$ cat src/rtl/led_ctrl_pkg.sv
// Shared types and constants for the LED step controller.
package led_ctrl_pkg;

    typedef enum logic [1:0] {
        IDLE  = 2'd0,
        RUN   = 2'd1,
        PAUSE = 2'd2
    } state_t;

    typedef enum logic [1:0] {
        MODE_ROT    = 2'b00,
        MODE_SHIFT  = 2'b01,
        MODE_BOUNCE = 2'b10,
        MODE_HOLD   = 2'b11
    } mode_t;

    localparam logic DIR_LEFT  = 1'b0;
    localparam logic DIR_RIGHT = 1'b1;

endpackage

$ cat src/rtl/led_step_ctrl_if.sv
// Pin-level bundle between the switches/buttons, the LED pins and led_step_ctrl.
interface led_step_ctrl_if;
    logic [7:0] in;
    logic       load;
    logic       run;
    logic       dir;
    logic [1:0] mode;
    logic [7:0] led;
    logic       tick_alert;
    logic       busy;

    modport master (output in, load, run, dir, mode, input led, tick_alert, busy);
    modport slave  (input in, load, run, dir, mode, output led, tick_alert, busy);
endinterface

$ cat src/rtl/led_pattern_reg.sv
// LED pattern register plus the bounce-direction flop; applies a load or one step.
module led_pattern_reg
    import led_ctrl_pkg::*;
(
    input  logic       clk,
    input  logic       n_rst,
    input  logic       load_en,
    input  logic       step_en,
    input  logic [7:0] load_val,
    input  logic       load_dir,
    input  logic       step_dir,
    input  mode_t      mode,
    output logic [7:0] led,
    output logic       step_zero
);
    logic       bounce_dir;
    logic       bounce_dir_next;
    logic [7:0] step_val;

    always_comb begin
        step_val        = led;
        bounce_dir_next = bounce_dir;
        case (mode)
            MODE_ROT:
                step_val = (step_dir == DIR_LEFT) ? {led[6:0], led[7]} : {led[0], led[7:1]};
            MODE_SHIFT:
                step_val = (step_dir == DIR_LEFT) ? {led[6:0], 1'b0} : {1'b0, led[7:1]};
            MODE_BOUNCE: begin
                // Pinned at both ends: nowhere to go, so the pattern and direction stay.
                if (!(led[7] && led[0])) begin
                    if (bounce_dir == DIR_LEFT) begin
                        if (led[7]) begin
                            bounce_dir_next = DIR_RIGHT;
                            step_val        = {1'b0, led[7:1]};
                        end else begin
                            step_val = {led[6:0], 1'b0};
                        end
                    end else begin
                        if (led[0]) begin
                            bounce_dir_next = DIR_LEFT;
                            step_val        = {led[6:0], 1'b0};
                        end else begin
                            step_val = {1'b0, led[7:1]};
                        end
                    end
                end
            end
            MODE_HOLD: step_val = led;
        endcase
    end

    assign step_zero = (step_val == 8'h00);

    always_ff @(posedge clk or negedge n_rst) begin
        if (!n_rst) begin
            led        <= 8'h00;
            bounce_dir <= DIR_LEFT;
        end else if (load_en) begin
            led        <= load_val;
            bounce_dir <= load_dir;
        end else if (step_en) begin
            led        <= step_val;
            bounce_dir <= bounce_dir_next;
        end
    end

endmodule

$ cat src/rtl/led_step_ctrl.sv
// LED step controller: input synchronizers, step prescaler and IDLE/RUN/PAUSE FSM.
module led_step_ctrl
    import led_ctrl_pkg::*;
#(
    parameter int unsigned TICK_DIV = 8388608
) (
    input  logic           clk,
    input  logic           n_rst,
    led_step_ctrl_if.slave bus
);
    localparam int CNT_W = $clog2(TICK_DIV);
    localparam logic [CNT_W-1:0] CNT_MAX = CNT_W'(TICK_DIV - 1);

    logic [2:0] load_sync;
    logic [2:0] sync_fill;
    logic [1:0] run_sync;
    logic [1:0] dir_sync;
    logic [1:0] mode_sync1;
    logic [1:0] mode_sync2;
    logic       load_pulse;

    logic       run_s;
    logic       dir_s;
    mode_t      mode_s;

    state_t           state, state_next;
    logic [CNT_W-1:0] cnt, cnt_next;
    logic             load_en, step_en, tick;
    logic             step_zero;
    logic [7:0]       led_q;
    logic             busy_q, tick_q;

    // sync_fill marks when load_sync[2] holds a real post-reset sample, so a
    // load held high through reset cannot masquerade as a rising edge.
    // NOTE: flops use non-blocking assignments so every one samples pre-edge values.
    always_ff @(posedge clk or negedge n_rst) begin
        if (!n_rst) begin
            load_sync  <= '0;
            sync_fill  <= '0;
            run_sync   <= '0;
            dir_sync   <= '0;
            mode_sync1 <= '0;
            mode_sync2 <= '0;
            load_pulse <= 1'b0;
        end else begin
            load_sync  <= {load_sync[1:0], bus.load};
            sync_fill  <= {sync_fill[1:0], 1'b1};
            run_sync   <= {run_sync[0], bus.run};
            dir_sync   <= {dir_sync[0], bus.dir};
            mode_sync1 <= bus.mode;
            mode_sync2 <= mode_sync1;
            load_pulse <= load_sync[1] & ~load_sync[2] & sync_fill[2];
        end
    end

    assign run_s  = run_sync[1];
    assign dir_s  = dir_sync[1];
    assign mode_s = mode_t'(mode_sync2);

    // NOTE: every output of this block gets a default first, so no path infers a latch.
    always_comb begin
        state_next = state;
        cnt_next   = cnt;
        load_en    = 1'b0;
        step_en    = 1'b0;
        tick       = 1'b0;
        if (load_pulse) begin
            load_en  = 1'b1;
            cnt_next = '0;
            if (bus.in == 8'h00)
                state_next = IDLE;
            else
                state_next = run_s ? RUN : PAUSE;
        end else begin
            case (state)
                IDLE: state_next = IDLE;
                RUN: begin
                    if (cnt == CNT_MAX) begin
                        // The step is always taken; a run drop only decides where we go next.
                        tick     = 1'b1;
                        step_en  = 1'b1;
                        cnt_next = '0;
                        if (step_zero)
                            state_next = IDLE;
                        else if (!run_s)
                            state_next = PAUSE;
                    end else if (!run_s) begin
                        state_next = PAUSE;
                    end else begin
                        cnt_next = cnt + CNT_W'(1);
                    end
                end
                PAUSE: if (run_s) state_next = RUN;
                default: state_next = IDLE;
            endcase
        end
    end

    always_ff @(posedge clk or negedge n_rst) begin
        if (!n_rst) begin
            state  <= IDLE;
            cnt    <= '0;
            busy_q <= 1'b0;
            tick_q <= 1'b0;
        end else begin
            state  <= state_next;
            cnt    <= cnt_next;
            busy_q <= (state_next == RUN);
            if (tick)
                tick_q <= ~tick_q;
        end
    end

    led_pattern_reg u_pattern (
        .clk       (clk),
        .n_rst     (n_rst),
        .load_en   (load_en),
        .step_en   (step_en),
        .load_val  (bus.in),
        .load_dir  (dir_s),
        .step_dir  (dir_s),
        .mode      (mode_s),
        .led       (led_q),
        .step_zero (step_zero)
    );

    assign bus.led        = led_q;
    assign bus.busy       = busy_q;
    assign bus.tick_alert = tick_q;

endmodule

$ cat src/flat_wrapper.sv
// flat-port wrapper written by rule: the top's interface ports become plain ports
module led_step_ctrl_flat import led_ctrl_pkg::*;
#(
    parameter int unsigned TICK_DIV = 8388608
)
  (clk, n_rst, bus_in, bus_load, bus_run, bus_dir, bus_mode, bus_led, bus_tick_alert, bus_busy);
  led_step_ctrl_if bus_i ();
  input  logic clk;
  input  logic n_rst;
  input wire logic [$bits(bus_i.in)-1:0] bus_in;
  input wire logic [$bits(bus_i.load)-1:0] bus_load;
  input wire logic [$bits(bus_i.run)-1:0] bus_run;
  input wire logic [$bits(bus_i.dir)-1:0] bus_dir;
  input wire logic [$bits(bus_i.mode)-1:0] bus_mode;
  output wire logic [$bits(bus_i.led)-1:0] bus_led;
  output wire logic [$bits(bus_i.tick_alert)-1:0] bus_tick_alert;
  output wire logic [$bits(bus_i.busy)-1:0] bus_busy;
  assign bus_i.in = bus_in;
  assign bus_i.load = bus_load;
  assign bus_i.run = bus_run;
  assign bus_i.dir = bus_dir;
  assign bus_i.mode = bus_mode;
  assign bus_led = bus_i.led;
  assign bus_tick_alert = bus_i.tick_alert;
  assign bus_busy = bus_i.busy;
  led_step_ctrl #(.TICK_DIV(TICK_DIV)) u_core (.clk(clk), .n_rst(n_rst), .bus(bus_i));
endmodule
$ cat config.mk
export PLATFORM = sky130hd
export DESIGN_NAME = led_step_ctrl_flat
export DESIGN_NICKNAME = d
export VERILOG_FILES = /design/src/rtl/led_ctrl_pkg.sv /design/src/rtl/led_step_ctrl_if.sv /design/src/rtl/led_pattern_reg.sv /design/src/rtl/led_step_ctrl.sv /design/src/flat_wrapper.sv
export SDC_FILE = /design/constraint.sdc
export NUM_CORES = 1
export LEC_CHECK = 0
export CAP_MARGIN = 5
export CORE_MARGIN = 2
export CORE_UTILIZATION = 55
export CTS_BUF_LIST = sky130_fd_sc_hd__clkbuf_16
export CTS_CLUSTER_SIZE = 20
export DETAILED_ROUTE_END_ITERATION = 8
export PLACE_DENSITY = 0.72
export SLEW_MARGIN = 20
export SYNTH_ARGS = -nofsm -noshare
export SYNTH_HDL_FRONTEND = slang
export SYNTH_HIERARCHICAL = 1
export SYNTH_SLANG_ARGS = --single-unit
$ cat constraint.sdc
create_clock -name clk -period 4 [get_ports clk]
set_input_delay 0.4 -clock clk [delete_from_list [all_inputs] [get_ports clk]]
set_output_delay 0.4 -clock clk [all_outputs]
set_load 0.02 [all_outputs]
After elaboration in Yosys (flattened, before gate mapping)
Cells that the tools add are included.
{ "totals": {"reg_bits": 51, "input_bits": 15, "word_cells": 68} }
{ "classes": {"addsub": 1, "eq_ne": 8, "mux": 32, "bitwise_logic": 4, "reduce_logical": 10} }
{ "op_table": {"columns": ["operator", "n"], "rows": [
  ["$mux W23", 4],
  ["$mux W8", 8],
  ["$pmux W8 S4", 1],
  ["$add A23 B1 Y23 const B", 1],
  ["$eq A23 B23 Y1 const B", 1],
  ["$logic_not A8 Y1", 2],
  ["$mux W2", 7],
  ["$mux W1", 11],
  ["$eq A2 B1 Y1 const B", 3],
  ["$eq A2 B2 Y1 const B", 3],
  ["$reduce_bool A2 Y1", 3],
  ["$pmux W2 S2", 1],
  ["$reduce_and A3 Y1", 1],
  ["$reduce_bool A3 Y1", 1],
  ["$and A1 B1 Y1", 2],
  ["$logic_not A2 Y1", 1],
  ["$ne A2 B1 Y1 const B", 1],
  ["$not A1 Y1", 2],
  ["$reduce_and A2 Y1", 1],
  ["$logic_and A1 B1 Y1", 1]
]} }

Depth between registers and ports, before layout
Gate-level depths: netlist of run 1.
{ "logic_depth": {"ltp_word": 10, "mapped_depth": 10, "mapped_depth_nobuf": 9} }

Hierarchy
The synthesis of run 1 kept the hierarchy.
{ "modules_own_cells": {"columns": ["module", "instances", "cells_each", "area_per_inst_um2", "seq_area_each_um2"], "rows": [
  ["led_step_ctrl", 1, 192, 2001.9, 1051.0],
  ["led_pattern_reg", 1, 106, 873.3, 225.2]
]} }

Worst setup path before layout of run 1
No wires, ideal clock.
{ "synth_path": {"kind": "reg2reg", "from": "register u_core.u_pattern.led[0]", "to": "register u_core.busy_q (netlist: u_core/bus.busy)", "arrival_time_ns": 2.356, "t_required_ns": 3.918, "setup_slack_ns": 1.562, "stages_incl_launch_ff": 10, "n_path_buf": 1, "synth_period_minus_slack_ns": 2.438, "cell_sequence": "dfrtp_1 buf_6 nand3b_4 a221o_1 o211a_1 or4_4 nor4_2 a311oi_1 a21o_1 a31oi_1"} }
{ "synth_between": {"elab_chain_cells": 10, "elab_cells_between_ends": 14, "classes_between": "1 x eq/ne; 11 x mux; 2 x reduce/logical"} }
{ "synth_lines": {"columns": ["element", "line_no", "source"], "rows": [
  ["start: declaration", "led_pattern_reg.sv:13", "output logic [7:0] led,"],
  ["start signal: assignment", "led_pattern_reg.sv:59", "led <= load_val;"],
  ["start signal: assignment", "led_pattern_reg.sv:62", "led <= step_val;"],
  ["$mux W8 (on tied branches)", "led_pattern_reg.sv:39, led_pattern_reg.sv:32", null],
  ["$mux W8", "led_pattern_reg.sv:31", "if (bounce_dir == DIR_LEFT) begin"],
  ["$mux W8", "led_pattern_reg.sv:30", "if (!(led[7] && led[0])) begin"],
  ["$pmux W8 S4 *", "led_pattern_reg.sv:23", "case (mode)"],
  ["$logic_not A8 Y1 *", "led_pattern_reg.sv:52", "assign step_zero = (step_val == 8'h00);"],
  ["named net u_core.step_zero", "led_step_ctrl.sv:29", "logic step_zero;"],
  ["$mux W2 *", "led_step_ctrl.sv:83", "if (step_zero)"],
  ["$mux W2 *", "led_step_ctrl.sv:78", "if (cnt == CNT_MAX) begin"],
  ["$pmux W2 S2 *", "led_step_ctrl.sv:75", "case (state)"],
  ["$mux W2 *", "led_step_ctrl.sv:67", "if (load_pulse) begin"],
  ["named net u_core.state_next[1]", "led_step_ctrl.sv:26", "state_t state, state_next;"],
  ["$eq A2 B1 Y1 *", "led_step_ctrl.sv:108", "busy_q <= (state_next == RUN);"],
  ["end signal: assignment", "led_step_ctrl.sv:108", null],
  ["end: declaration", "led_step_ctrl.sv:31", "logic busy_q, tick_q;"]
]} }
The timed path passes the listed nets; every way through them passes the cells marked *.
A chain may end at the register's enable or synchronous reset.

Final worst setup path of run 1
{ "layout_path": {"from": "register u_core.u_pattern.led[7]", "to": "register u_core.busy_q (netlist: u_core/bus.busy)"} }
{ "layout_between": {"elab_chain_cells": 10, "elab_cells_between_ends": 14, "classes_between": "1 x eq/ne; 11 x mux; 2 x reduce/logical"} }
{ "layout_lines": {"columns": ["element", "line_no"], "rows": [
  ["$mux W8 (on tied branches)", "led_pattern_reg.sv:32, led_pattern_reg.sv:39"],
  ["$mux W8", "led_pattern_reg.sv:31"],
  ["$mux W8", "led_pattern_reg.sv:30"],
  ["$pmux W8 S4 *", "led_pattern_reg.sv:23"],
  ["$logic_not A8 Y1 *", "led_pattern_reg.sv:52"],
  ["named net u_core.step_zero", "led_step_ctrl.sv:29"],
  ["$mux W2 *", "led_step_ctrl.sv:83"],
  ["$mux W2 *", "led_step_ctrl.sv:78"],
  ["$pmux W2 S2 *", "led_step_ctrl.sv:75"],
  ["$mux W2 *", "led_step_ctrl.sv:67"],
  ["named net u_core.state_next[1]", "led_step_ctrl.sv:26"],
  ["$eq A2 B1 Y1 *", "led_step_ctrl.sv:108"]
]} }
Marked as above.

==> flow_summary.toml, run 1 <==
[run_status]
outcome = "finished clean"

[place]
pre_cts_slack_ns = 1.41
dp.cells = 383
routabilityCongestion = 0.898
dp_hpwl_um = 4400
port_buffers = 24

[clock_tree]
cts-root-buf = "clkbuf_16"
path_clk_slew_ns = 0.07
worstSkewPairLatency_ns = 0.29
clock-sinks = 51
post_cts_resized = 0
postCtsSetupRepairBufs = 0
tritoncts = "built"
clockBufferDepth = 2
cts_hold_buffers = 0
cts_max_level = 2
cts_buffers = 5

[synthesis]
yosys_warnings = 6
synthAdderAreaFrac = 0.0131
ys_seq_area_frac = 0.444
syn-instance-count = 298
synth_top_family_by_area = "simple AND/OR/NAND/NOR gates"
yosys.area_share.simple = 0.264
synth_compound_area_frac = 0.180
async_flop_share = 1.00
synth_area_per_cell_um2 = 9.65
netlist_area_um2 = 2880
synth-xor-area-share = 0.0335
ys_types = 61
yosys_most_used_dff = "dfrtp_1"
synth-edff-count = 0
synthMuxAreaShare = 0.0357
ys_ff_latch = 51
synth_nets = 316

[critical_path]
criticalPathCategory = "register to register"
startpoint_type = "register"
critPathMaxFanout = 15
cp.arrival_ns = 2.82
cp.required_ns = 4.22
endpoint_kind = "register"

[routing]
via_count = 2419
drc = 0
detail_route.first_pass.iterations = 5
drt.antenna.violating_nets = 0
routed_wirelength_um = 6350
vias_per_cell = 6.19
drtIter0Drc = 290
wl_per_cell_um = 16.2

[floorplan]
die_area_um2 = 5820
ios = 25
die_h_um = 76.3
start_util = 0.567
core_area_um2 = 5070
die_x_um = 76.3
rows = 26

[min_path]
hp-class = "input port to asynchronous set/reset pin"

[finish]
finalNonFillerCells = 391
antenna_cells = 0
nets = 338
area_delta_synth_final_pct = 16.1
multiInputGateArea_um2 = 1520
drive_above_1_share = 0.0966
fillers = 437
final_util = 0.658
register_area_um2 = 1280
layout_common_cells = "dfrtp_1 (51), nor2_1 (28), nand2_1 (28)"
final_common_cell = "dfrtp_1"

[timing]
skew_ns = 0.00773
fin_crit_sh = 0.650
tns_ns = 0
period_needed_ns = 2.60
rsz0062_at_grt = "false"
max_clock_freq_ghz = 0.385
slew_headroom = 0.386
tightestPinTransition_ns = 0.914
fin_hold_ws_ns = 0.198
final_hold_viol_count = 0
setup_ws_ns = 1.40
final_max_slew_viol_count = 0
setup_violations = 0

[global_route]
grt_pass1_wl_um = 10800
overflow = 0
grt.total_usage = 0.232
grt_pass1_vias = 2176
antenna_found_initial = 0
grt_max_degree = 52

[power_and_ir_drop]
powerDensity_nw_per_um2 = 382
p_leak_nw = 1.41
ir_worst_vdd_mv = 0.309

[run]
max-cap-violations = 0
==> worst paths after layout <==
| check | endpoint | cells after the start | start | slack (ns) |
|---|---|---|---|---|
| min | u_core/u_pattern/led[4] | 2 | n_rst | 0.20 |
| min in group clk | u_core/run_sync[1] | 0 | u_core/run_sync[0] | 0.35 |
| min reg2reg | u_core/run_sync[1] | 0 | u_core/run_sync[0] | 0.35 |
| max in group asynchronous | u_core/cnt[18] | 2 | n_rst | 3.38 |
| max | u_core/bus.busy | 8 | u_core/u_pattern/led[7] | 1.40 |
| max reg2reg | u_core/bus.busy | 8 | u_core/u_pattern/led[7] | 1.40 |
==> cell families (layout without fill, tap and decap cells) <==
| group | count (synthesis) | count (layout) |
|---|---|---|
| AOI/OAI and AO/OA | 77 | 77 |
| DFF | 51 | 51 |
| other | 1 | 1 |
| muxes | 10 | 10 |
| and+or+nand+nor | 126 | 126 |
| buffers and inverters | 19 | 42 |
| xor gates and xnor gates | 11 | 11 |
| adders and majority gates | 3 | 3 |
==> metal layers <==
layer | up-vias | part of all wire | global-route usage
li1 | 1149 | - | -
met5 | - | 0 | 0
met4 | 0 | 0.015 | 0.0800
met3 | 8 | 0.066 | 0.0438
met1 | 1167 | 0.48 | 0.357
met2 | 95 | 0.43 | 0.329
==> flip-flops by register name (all words and copies together) (netlist names), 2 cells and up <==
signal                count
u_core/run_sync           2
u_core/load_sync          3
u_core/mode_s             2
u_core/sync_fill          3
u_core/cnt               23
u_core/dir_sync           2
u_core/u_pattern/led      8
u_core/mode_sync1         2
u_core/state              2
==> power by group <==
group	total [W]	internal [W]	switching, W
Clock	0.000494	0.000298	0.000196
Sequential	0.000590	0.000539	0.0000513
Combinational	0.000191	0.0000958	0.0000952
Total	0.00128	0.000933	0.000342
==> worst max-delay path: stages, from the launching register on <==
cell and delay (ns):
dfrtp_1 0.61, a21oi_2 0.15, nand2b_1 0.23, o211a_1 0.27, or4_4 0.51, nor4_2 0.28
a311oi_1 0.14, a21o_1 0.21, a31oi_1 0.13
==> layout make-up <==
class                      instances  area share
multi-input combinational        228       0.454
sequential                        51       0.382
timing repair buffer              27      0.0772
clock buffer                       5      0.0375
tap                               70      0.0262
clock inverter                     3      0.0142
inverter                           7     0.00787
==> cell usage after synthesis, types with 6 or more instances <==
cell	number	area, um^2
a21oi_1	20	100
nor2_1	28	105
inv_1	7	26.3
nand3_1	15	75.1
clkbuf_1	8	30.0
nand2_1	28	105
xor2_1	11	96.3
mux2i_1	8	80.1
nor3_1	6	30.0
o21ai_0	15	75.1
dfrtp_1	51	1280
nor2b_1	8	50.1
nand2b_1	6	37.5
==> per-stage QoR <==
stage	power (W)	area, um^2
floorplan	0.000709	2880
global placement	0.000789	3160
detailed placement	0.000789	3160
CTS	0.00129	3340
global route	0.00133	3340
finish	0.00128	3340
(Power assumes the default switching activity.)
==> inputs of run 2 (changes only) <==
--- a/config.mk
+++ b/config.mk
@@ -7,7 +7,7 @@
 export LEC_CHECK = 0
 export CAP_MARGIN = 5
 export CORE_MARGIN = 2
-export CORE_UTILIZATION = 55
+export CORE_UTILIZATION = 52
 export CTS_BUF_LIST = sky130_fd_sc_hd__clkbuf_16
 export CTS_CLUSTER_SIZE = 20
 export DETAILED_ROUTE_END_ITERATION = 8
==> constraint.sdc (replaced) <==
create_clock -name clk -period 2.2 [get_ports clk]
set_input_delay 0.22 -clock clk [delete_from_list [all_inputs] [get_ports clk]]
set_output_delay 0.22 -clock clk [all_outputs]
set_load 0.02 [all_outputs]
==> run 2 against run 1 <==
  * The run now ends with negative setup slack left
  * Critical path type unchanged
  * Sequential share of layout area fell by 3.4 points
  * Utilization rose by 1.8 points
  * First-iteration DRC count fell by 19%
  * Clock power rose by 100%
  * Worst hold slack improved by 0.15 ns
  * Global-route usage rose by 1.3 points
  * Count of clock-buffer cells in the layout did not move
  * Die area rose by 5.5%
  * Via count rose by 5.7%
  * Non-clock buffer count rose by 37
==> flow_summary.toml, run 2 (synthesis results as in run 1) <==
[floorplan]
ios = 25
rows = 27
die_x_um = 78.4
core_area_um2 = 5440
die_area_um2 = 6140
start_util = 0.529
die_h_um = 78.4

[critical_path]
startpoint = "u_core/u_pattern/led[7]"
rr_endpoint = "u_core/state[1]"
criticalPathCategory = "register to register"
slowest_stage = "or4_4"
reg2reg_depth = 8
cp.required_ns = 2.38
critPathCapture = "u_core/state[1]"
endpoint_kind = "register"
path_cells = "a21oi_2, nand2b_1, o211a_2, or4_4, nor4_4, a311oi_2, a21o_1, buf_4"
critPathMaxFanout = 4
r2r_start = "u_core/u_pattern/led[7]"
startpoint_type = "register"
reg2reg_slack_ns = -0.18
cp.arrival_ns = 2.57
max_stage_delay_ns = 0.53

[finish]
multiInputGateArea_um2 = 1550
fin_area_um2 = 3670
final_util = 0.676
drive_above_1_share = 0.207
area_delta_synth_final_pct = 27.8
fillers = 433
register_area_um2 = 1280
antenna_cells = 0
final_common_cell = "dfrtp_1"
regMostFlops = "u_core/cnt"
nets = 375
layout_common_cells = "dfrtp_1 (48), buf_4 (37), nor2_1 (28), nand2_1 (28), clkdlybuf4s50_1 (23)"
largest_reg_flops = 23
reg_top3 = "u_core/cnt (23), u_core/u_pattern/led (8)"

[place]
port_buffers = 24
routabilityCongestion = 0.944
dp_hpwl_um = 4890
post_dp_cell_area_um2 = 3410

[routing]
drc = 0
routed_wirelength_um = 7040
via_count = 2556
drtIter0Drc = 235
wl_per_cell_um = 16.4
vias_per_cell = 5.94
detail_route.first_pass.iterations = 4
drt.antenna.violating_nets = 0

[global_route]
antenna_found_initial = 0
overflow = 0
grt_pass1_wl_um = 12000
grt.total_usage = 0.245
grt_max_degree = 30
grt_pass1_vias = 2514

[clock_tree]
clock-sinks = 51
cts-root-buf = "clkbuf_16"
cts_buffers = 5
path_clk_slew_ns = 0.07
clockBufferDepth = 2
worstSkewPairLatency_ns = 0.29
tritoncts = "built"
cts_max_level = 2

[timing]
skew_ns = 0.00524
final_hold_viol_count = 0
period_needed_ns = 2.38
setup_ws_ns = -0.182
slew_headroom = 0.578
tightestPinTransition_ns = 0.632
fin_crit_sh = 1.08
max_clock_freq_ghz = 0.420
final_max_slew_viol_count = 0
setup_violations = 3
rsz0062_at_grt = "true"

[power_and_ir_drop]
powerDensity_nw_per_um2 = 686
ir_worst_vdd_mv = 0.532
p_leak_nw = 1.61

[run_status]
outcome = "finished, violations left"
violations = "negative setup slack"

[run]
max-cap-violations = 0

[min_path]
min_from = "u_core/mode_sync1[0]"
hp-class = "register to register"
## run 2: how the worst min path moves through the flow
stage | depth (start not counted) | end | slack (ns)
floorplan | 0 | u_core/bus.busy | -0.08
global placement | 1 | u_core/state[1] | 0.28
detailed placement | 1 | u_core/state[1] | 0.28
CTS | 0 | u_core/mode_s[0] | 0.35
global route | 1 | u_core/dir_sync[0] | 0.36
finish | 0 | u_core/mode_s[0] | 0.35
## run 2: worst max-delay path, delay by kind of cell, from the launching register on
kind	cells	cell delay, ns
simple gates	3	0.96
compound gates	4	0.75
flops	1	0.44
buf+inv	1	0.13
## run 2: layout make-up
type,count,area share
Clock buffer,5,0.0340
Clock inverter,3,0.0184
Inverter,7,0.00715
Multi-Input combinational cell,228,0.421
Sequential cell,51,0.348
Tap cell,72,0.0245
Timing Repair Buffer,64,0.147
## run 2: per-layer routing
| metal | track usage | wire, um | up-vias |
|---|---|---|---|
| met4 | 0.0737 | 70 | 0 |
| met5 | 0 | 0 | - |
| li1 | - | - | 1221 |
| met3 | 0.0425 | 379 | 8 |
| met1 | 0.358 | 3270 | 1246 |
| met2 | 0.376 | 3320 | 81 |
## run 2: report_power, final
group / switching [W] / leakage (nW) / internal (W)
Combinational: 0.000230 / 0.854 / 0.000252
Clock: 0.000336 / 0.0900 / 0.000651
Sequential: 0.0000679 / 0.662 / 0.000982
Total: 0.000634 / 1.61 / 0.00189
## run 2: repair_timing
item,4_1_cts,5_1_grt
endpoints found under the setup margin,3,3
hold buffers,1,0
setup buffers,0,3
pin swaps,0,2
gates cloned,0,1
resized for setup,3,6
hold endpoints to repair,27,0
## run 2: through the flow
step	power, W	setup WS [ns]	std cells	hold WS, ns	setup TNS, ns
floorplan	0.00129	-0.0503	298	-0.0756	-0.0503
global placement	0.00150	-0.0606	417	0.284	-0.0606
detailed placement	0.00151	-0.146	417	0.276	-0.210
CTS	0.00252	-0.142	426	0.350	-0.187
global route	0.00264	-0.272	430	0.360	-0.624
finish	0.00252	-0.182	430	0.349	-0.408
==> inputs of run 3 (changes only) <==
--- a/config.mk
+++ b/config.mk
@@ -6,9 +6,9 @@
 export NUM_CORES = 1
 export LEC_CHECK = 0
 export CAP_MARGIN = 5
-export CORE_MARGIN = 2
 export CORE_UTILIZATION = 52
 export CTS_BUF_LIST = sky130_fd_sc_hd__clkbuf_16
+export CTS_CLUSTER_DIAMETER = 150
 export CTS_CLUSTER_SIZE = 20
 export DETAILED_ROUTE_END_ITERATION = 8
 export PLACE_DENSITY = 0.72
==> run 3 against run 2 <==
  * The flow still finishes with violations (negative setup slack)
  * Clock power decreased by 18%
  * Sequential share of layout area about the same
  * Worst hold slack improved by 0.0014 ns
  * Clock skew increased by 0.00066 ns
  * Highest routed layer unchanged
==> flow_summary.toml, run 3 (synthesis results as in run 1) <==
[critical_path]
reg2reg_depth = 8
max_stage_delay_ns = 0.50
path_cells = "nand3b_4, a221o_1, o211a_1, or4_4, nor4_4, a311oi_2, a21o_1, a31oi_1"
criticalPathCategory = "register to register"
slowest_stage = "or4_4"
startpoint_type = "register"
critPathMaxFanout = 8
rr_endpoint = "u_core/bus.busy"
reg2reg_slack_ns = -0.16
cp.arrival_ns = 2.57
endpoint_kind = "register"
r2r_start = "u_core/u_pattern/led[0]"
cp.required_ns = 2.41

[floorplan]
die_x_um = 76.4
die_h_um = 76.4
rows = 26
ios = 25
die_area_um2 = 5830
core_area_um2 = 5200
start_util = 0.552

[finish]
area_delta_synth_final_pct = 28.1
finalNonFillerCells = 429
layout_common_cells = "dfrtp_1 (47), buf_4 (39), nand2_1 (28)"
drive_above_1_share = 0.220
reg_top3 = "u_core/cnt (23), u_core/u_pattern/led (8)"
nets = 376
antenna_cells = 0
regMostFlops = "u_core/cnt"
final_common_cell = "dfrtp_1"
largest_reg_flops = 23

[place]
dp.cells = 418
port_buffers = 24
dp_hpwl_um = 5040
routabilityCongestion = 0.890
pre_cts_slack_ns = -0.148

[run_status]
outcome = "finished, violations left"
violations = "negative setup slack"

[global_route]
antenna_found_initial = 0
grt.total_usage = 0.256
grt_max_degree = 32
overflow = 0
grt_pass1_vias = 2451
grt_pass1_wl_um = 11800

[timing]
max_clock_freq_ghz = 0.423
slew_headroom = 0.653
rsz0062_at_grt = "true"
final_max_slew_viol_count = 0
setup_ws_ns = -0.164
skew_ns = 0.00590
setup_violations = 3
period_needed_ns = 2.36
fin_crit_sh = 1.07
tightestPinTransition_ns = 0.520
fin_hold_ws_ns = 0.350
final_hold_viol_count = 0

[routing]
wl_per_cell_um = 16.4
drt.antenna.violating_nets = 0
vias_per_cell = 5.87
drtIter0Drc = 198
detail_route.first_pass.iterations = 5
via_count = 2519
drc = 0
routed_wirelength_um = 7040

[run]
max-cap-violations = 0

[clock_tree]
tritoncts = "built"
clockBufferDepth = 2
cts_max_level = 2
clock-sinks = 51
cts-root-buf = "clkbuf_16"
cts_buffers = 5
worstSkewPairLatency_ns = 0.29
path_clk_slew_ns = 0.07

[power_and_ir_drop]
ir_worst_vdd_mv = 0.641
p_leak_nw = 1.62
powerDensity_nw_per_um2 = 640

[min_path]
min_from = "u_core/run_sync[0]"
hp-class = "register to register"
whs_path_depth = 0
hold_end = "u_core/run_sync[1]"
[run 3: changes by cell type in the layout (fill, tap and decap cells not counted), sizes merged]
cell and change:
bufinv -2, inv +2, buf +1, clkinv +1, clkinvlp -1
[run 3: worst max path at each step]
stage          cells after the start  slack (ns)              end               startpoint
3_5_place_dp                       8       -0.15  u_core/bus.busy  u_core/u_pattern/led[0]
4_1_cts                            8       -0.15  u_core/bus.busy  u_core/u_pattern/led[0]
2_1_floorplan                      9       -0.05  u_core/bus.busy  u_core/u_pattern/led[0]
5_1_grt                            8       -0.24  u_core/bus.busy         u_core/mode_s[0]
6_report                           8       -0.16  u_core/bus.busy  u_core/u_pattern/led[0]
3_3_place_gp                       8       -0.11  u_core/bus.busy  u_core/u_pattern/led[0]
[run 3: metal layers]
layer | share of wire | routed length [um] | global-route usage | vias up
met4 | 0.013 | 95 | 0.0846 | 0
met2 | 0.49 | 3460 | 0.405 | 69
met5 | 0 | 0 | 0 | -
met1 | 0.45 | 3140 | 0.353 | 1219
met3 | 0.049 | 344 | 0.0515 | 10
li1 | - | - | - | 1221
[run 3: power breakdown]
part | switching [W] | internal (W) | leakage [nW] | total [W]
combinational | 0.000235 | 0.000265 | 0.880 | 0.000500
clock | 0.000370 | 0.000440 | 0.0776 | 0.000810
sequential | 0.0000669 | 0.000982 | 0.660 | 0.00105
total | 0.000672 | 0.00169 | 1.62 | 0.00236
[run 3: timing repair]
item,4_1_cts,5_1_grt
hold buffers,1,0
endpoints found under the setup margin,3,5
pin swaps,0,3
hold endpoints to repair,20,0
setup buffers,0,2
gates resized for setup,1,13
[run 3: cell type report]
cell class,instances,area (um^2)
fill,396,1520
timing repair buffer,65,558
clock inverter,3,33.8
sequential,51,1280
inverter,7,26.3
tap,70,87.6
clock buffer,5,125
multi-input combinational,228,1570
[run 3: worst max-delay path: cells and delay by family (launching register included)]
family | cells | cell delay (ns)
flops | 1 | 0.46
simple gates | 3 | 0.86
compound gates | 5 | 0.95
[run 3: stage by stage]
step                       util  TNS [ns]  total power [W]  cell area [um^2]
after CTS                 0.695    -0.240          0.00236              3620
after floorplan               -   -0.0503          0.00129              2880
after global placement    0.661    -0.155          0.00153              3440
final                     0.708    -0.263          0.00236              3680
after global routing      0.708    -0.491          0.00246              3680
after detailed placement  0.661    -0.237          0.00153              3440
